--- config.mk ---
export PLATFORM = sky130hd
export DESIGN_NAME = instr_fetch_unit
export DESIGN_NICKNAME = d
export VERILOG_FILES = /design/src/rtl/instr_fetch_unit.sv
export SDC_FILE = /design/constraint.sdc
export NUM_CORES = 1
export LEC_CHECK = 0
export CAP_MARGIN = 10
export CORE_MARGIN = 4
export CORE_UTILIZATION = 40
export DETAILED_ROUTE_END_ITERATION = 6
export HOLD_SLACK_MARGIN = 0.12
export PLACE_DENSITY = 0.74
export SYNTH_ARGS = -nofsm -noshare
export SYNTH_HDL_FRONTEND = slang
export SYNTH_SLANG_ARGS = --single-unit
--- constraint.sdc ---
create_clock -name clk -period 5.6 [get_ports clk]
set_input_delay 0.56 -clock clk [delete_from_list [all_inputs] [get_ports clk]]
set_output_delay 0.56 -clock clk [all_outputs]
set_load 0.05 [all_outputs]
--- src/rtl/instr_fetch_unit.sv ---
// IF stage: owns the PC, requests imem, holds the returned word for decode; drops stale responses after redirects.
// Latency: 2 cycles/instr minimum (REQ with same-cycle rvalid, then HOLD). Backpressure: HOLD waits on i_if_clk_en.
// Optional misaligned-redirect pulse under macro IF_MISALIGN_CHK_EN (default build: target[1:0] forced to 0, no pulse).
module instr_fetch_unit #(
    parameter int              XLEN           = 32,
    parameter logic [XLEN-1:0] RESET_PC       = '0,
    parameter int              TIMEOUT_CYCLES = 255
) (
    input  logic            clk,
    input  logic            rst,
    input  logic            i_if_clk_en,
    input  logic            i_branch_taken,
    input  logic [XLEN-1:0] i_branch_target,
    output logic            o_imem_req,
    output logic [XLEN-1:0] o_imem_addr,
    input  logic            i_imem_rvalid,
    input  logic [31:0]     i_imem_rdata,
    output logic            o_instr_ready,
    output logic [XLEN-1:0] o_if_pc,
    output logic [31:0]     o_if_instr,
    output logic            o_if_valid,
    output logic            o_fetch_timeout,
    output logic            o_fetch_misaligned
);

    localparam logic [31:0]     NOP_INSTR   = 32'h0000_0013;
    localparam logic [15:0]     TIMEOUT_VAL = 16'(TIMEOUT_CYCLES);
    localparam logic [XLEN-1:0] ALIGN_MASK  = ~{{(XLEN-2){1'b0}}, 2'b11};
    localparam logic [XLEN-1:0] PC_STEP     = {{(XLEN-3){1'b0}}, 3'd4};

    typedef enum logic [1:0] {
        IDLE = 2'd0,
        REQ  = 2'd1,
        HOLD = 2'd2
    } state_t;

    state_t          state;
    state_t          state_nxt;
    logic [XLEN-1:0] pc;
    logic [31:0]     instr_buf;
    logic            drop;
    logic [15:0]     wait_cnt;
    logic            timeout_q;

    logic [XLEN-1:0] redirect_pc;
    logic            in_req;
    logic            rsp_accept;
    logic            advance;
    logic            enter_req;
    logic            req_wait;
    logic [15:0]     wait_cnt_inc;

    always_ff @(posedge clk or posedge rst) begin
        if (rst) begin
            state <= IDLE;
        end else begin
            state <= state_nxt;
        end
    end

    always_comb begin
        state_nxt = state;
        unique case (state)
            IDLE:    state_nxt = REQ;
            REQ:     if (i_imem_rvalid && !drop) state_nxt = HOLD;
            HOLD:    if (i_if_clk_en) state_nxt = REQ;
            default: state_nxt = IDLE;
        endcase
        // A redirect restarts the fetch from any state.
        if (i_branch_taken) begin
            state_nxt = REQ;
        end
    end

    always_comb begin
        redirect_pc  = i_branch_target & ALIGN_MASK;
        in_req       = (state == REQ);
        rsp_accept   = in_req && i_imem_rvalid && !drop && !i_branch_taken;
        advance      = (state == HOLD) && i_if_clk_en && !i_branch_taken;
        enter_req    = i_branch_taken || ((state != REQ) && (state_nxt == REQ));
        req_wait     = in_req && !i_imem_rvalid && !i_branch_taken;
        wait_cnt_inc = wait_cnt + 16'd1;
    end

    always_ff @(posedge clk or posedge rst) begin
        if (rst) begin
            pc        <= RESET_PC;
            instr_buf <= NOP_INSTR;
        end else begin
            if (i_branch_taken) begin
                pc <= redirect_pc;
            end else if (advance) begin
                pc <= pc + PC_STEP;
            end
            if (rsp_accept) begin
                instr_buf <= i_imem_rdata;
            end
        end
    end

    // drop marks one in-flight response that belongs to an abandoned PC.
    always_ff @(posedge clk or posedge rst) begin
        if (rst) begin
            drop <= 1'b0;
        end else if (i_branch_taken) begin
            if (in_req && !i_imem_rvalid) begin
                drop <= 1'b1;
            end
        end else if (in_req && i_imem_rvalid && drop) begin
            drop <= 1'b0;
        end
    end

    always_ff @(posedge clk or posedge rst) begin
        if (rst) begin
            wait_cnt  <= 16'd0;
            timeout_q <= 1'b0;
        end else begin
            if (enter_req) begin
                wait_cnt <= 16'd0;
            end else if (req_wait && (wait_cnt != TIMEOUT_VAL)) begin
                wait_cnt <= wait_cnt_inc;
                if (wait_cnt_inc == TIMEOUT_VAL) begin
                    timeout_q <= 1'b1;
                end
            end
        end
    end

`ifdef IF_MISALIGN_CHK_EN
    logic misaligned_q;

    always_ff @(posedge clk or posedge rst) begin
        if (rst) begin
            misaligned_q <= 1'b0;
        end else begin
            misaligned_q <= i_branch_taken && (i_branch_target[1:0] != 2'b00);
        end
    end

    assign o_fetch_misaligned = misaligned_q;
`else
    assign o_fetch_misaligned = 1'b0;
`endif

    assign o_imem_req      = in_req;
    assign o_imem_addr     = pc;
    assign o_instr_ready   = (state == HOLD);
    assign o_if_valid      = (state == HOLD);
    assign o_if_pc         = pc;
    assign o_if_instr      = instr_buf;
    assign o_fetch_timeout = timeout_q;

endmodule

==> run_results.csv <==
group,metric,value,unit
run_status,outcome,"complete, no violations",
routing,viasPerCell,5.22,
yosys,syn_area,4520,um^2
global_routing,grt_pass1_wl,18.2,mm
setup_path,cp_cell_sequence,"ha_1 -> nand3_1 -> nor4_4 -> nor2_2 -> and3_1 -> a221o_1",
clock_tree,clk_path_buf_depth,2,
cells_and_area,finalNetCount,646,
yosys,yosysWarnings,0,
power_and_ir_drop,power_density,419,nW/um^2
setup_path,critPathKind,"flop to flop",
global_routing,track_usage,0.170,
yosys,ys_ff_latch,82,
floorplanning,dieWidth,114,um
sta,min_period,2.66,ns
clock_tree,post_cts_buffers,0,
cells_and_area,num_antenna_cells,0,
cells_and_area,final_cell_mix,"clkdlybuf4s50_1 (161), dfrtp_1 (79), nand2_1 (60), mux2_2 (32), o21ai_0 (29)",
clock_tree,numCtsBuffers,9,
routing,wl_per_cell,15.9,um
floorplanning,die_h,114,um
clock_tree,clkLatencyLatePin,0.34,ns
yosys,synthTopCellsByArea,"dfrtp_1 (44%), mux2_2 (8.0%), buf_4 (6.0%)",
power_and_ir_drop,ir_drop,0.000336,V
global_routing,first_global_vias,3595,
placed_design,hpwlAfterDp,8.51,mm
cells_and_area,fillers,983,
clock_tree,clock-sinks,82,
clock_tree,cts-htree-levels,3,
yosys,ys_seq_area_frac,0.455,
flow_run,drv_cap,0,
yosys,synth_cell_types,60,
min_path,whs_endpoint,"o_if_instr[5]",
cells_and_area,ff_latch_area,2060,um^2
global_routing,antenna_found_initial,0,
sta,worst_pin_slew,1.02,ns
setup_path,cp_slowest_cell,"nor4_4",
setup_path,cp_max_fo,23,
floorplanning,core-area,10900,um^2
yosys,netlist.area_leader.share,0.438,
cells_and_area,multiInputGateArea,2070,um^2
clock_tree,cts_tree,"built",
power_and_ir_drop,power,2.61,mW
global_routing,overflow,0,
placed_design,place.gp.congestion,0.875,
yosys,synth_top_area_cell,"dfrtp_1",
sta,maxSlewHeadroom,0.321,
setup_path,cp-start-kind,"flop",
clock_tree,cts_resized,0,
setup_path,r2r-start,"wait_cnt[1]",
clock_tree,ctsHoldBuffers,0,
setup_path,rr_endpoint,"wait_cnt[11]",
yosys,synth_edf_count,0,
routing,drt_wl_total,11.5,mm
sta,fin_crit_sh,0.475,
cells_and_area,mostFrequentLayoutCell,"clkdlybuf4s50_1",
sta,drv_slew,0,
setup_path,rr_worst_depth,6,
floorplanning,ioPinCount,170,
yosys,syn_avg_cell_area,9.95,um^2
setup_path,worstPathRequired,5.82,ns
min_path,whs_path_depth,1,
global_routing,grt_max_degree,83,
cells_and_area,area_growth,38.0,%
yosys,ys.flop_type,"dfrtp_1",
floorplanning,rows,38,
sta,setup_tns,0,ns
sta,holdWs,0.502,ns
yosys,synthArstFlopShare,1.00,
sta,finalSetupViolCount,0,
setup_path,cp-end-kind,"flop",
routing,drc,0,
routing,detail-route-antenna-nets,0,
routing,vias,3755,
min_path,worstHoldStart,"o_if_instr[5]",
routing,first_iter_violations,229,
setup_path,ff2ff_setup_slack,2.94,ns
cells_and_area,drive_gt1_frac,0.119,
routing,drtPass1Iterations,4,
sta,finalHoldViolations,0,
min_path,hold_path.class,"flop to flop",
clock_tree,cts-root-buf,"clkbuf_16",
floorplanning,dieArea,13100,um^2
setup_path,slowest_delay,0.63,ns
sta,rsz0062_at_grt,"no",
yosys,netlist_instances,454,
placed_design,io_buffers,162,
sta,max_freq,376,MHz
power_and_ir_drop,p_leak,2.45,nW
floorplanning,start_util,0.413,
setup_path,crit_arrival,2.88,ns
sta,clock_skew,0.00734,ns
clock_tree,clk_pin_slew,0.06,ns
==> sequential cells by signal (all words and copies together), names as in the netlist <==
| name | flops |
|---|---|
| wait_cnt | 16 |
| drop | 1 |
| o_if_pc | 30 |
| state | 2 |
| o_if_instr | 32 |
| o_fetch_timeout | 1 |
==> report_power, final <==
part | internal, mW | switching [mW] | leakage (nW)
registers | 0.748 | 0.107 | 1.01
clock network | 0.310 | 0.233 | 0.131
logic | 0.440 | 0.775 | 1.30
total | 1.50 | 1.11 | 2.45
==> synthesized netlist by cell type (all sizes together), types with 2 or more instances <==
cell type	number
a211oi	2
a21oi	8
a221o	2
a31oi	17
a41oi	3
and2	3
and3	10
and4	3
buf	46
clkbuf	14
dfrtp	79
dfstp	3
ha	3
inv	6
mux2	32
nand2	60
nand2b	2
nand3	18
nand4	12
nand4b	3
nor2	13
nor2b	4
nor3	6
nor3b	3
nor4	9
o21a	2
o21ai	35
o21bai	2
o22ai	2
or2	3
or3	2
or4	2
xnor2	9
xor2	21
==> metrics by stage <==
stage | instances | worst slack (ns) | area, um^2 | util
global route | 719 | 2.76 | 6230 | 0.570
floorplan | 458 | 2.94 | 4530 | -
CTS | 719 | 2.93 | 6230 | 0.570
global placement | 703 | 2.85 | 5960 | 0.545
finish | 719 | 2.94 | 6230 | 0.570
detailed placement | 703 | 2.74 | 5960 | 0.545
==> critical path, delay by kind of cell (launching register included) <==
kind                     cells  cell delay, ns
AND/OR/NAND/NOR              4            1.54
adder cells (fa/ha/maj)      1            0.28
flip-flops                   1            0.46
AO/OA/AOI/OAI                1            0.25
==> layout make-up <==
cell class                 instances  area share
multi-input combinational        310       0.332
sequential                        82       0.330
timing repair buffer             165       0.263
clock buffer                      11      0.0389
tap                              140      0.0281
clock inverter                     5     0.00482
inverter                           6     0.00381
==> worst max-delay path by stage <==
stage                         startpoint      endpoint  slack [ns]  cells past startpoint
after detailed placement  i_branch_taken  wait_cnt[12]        2.74                      7
after CTS                    wait_cnt[1]  wait_cnt[11]        2.93                      6
after floorplan                      rst          drop        2.94                      1
final                        wait_cnt[1]  wait_cnt[11]        2.94                      6
after global routing         wait_cnt[1]  wait_cnt[11]        2.76                      6
after global placement    i_branch_taken  wait_cnt[12]        2.85                      7
==> per-layer routing <==
metal / up-vias / part of all wire / track usage
li1: 1819 / - / -
met4: 0 / 0.014 / 0.0562
met5: - / 0 / 0
met3: 10 / 0.051 / 0.0328
met2: 114 / 0.50 / 0.282
met1: 1812 / 0.43 / 0.225
==> kinds of logic (layout without fill, tap and decap cells) <==
logic type,Yosys count,in the layout,share of synthesized area
AOI/OAI and AO/OA,81,81,0.116
xor gates and xnor gates,30,30,0.0582
adders and majority gates,3,3,0.00831
buffers and inverters,66,187,0.0906
DFF,82,82,0.455
muxes,33,33,0.0820
other,1,5,0.000830
and+or+nand+nor,158,158,0.189
Note: power is estimated with default switching activity, not from simulation.
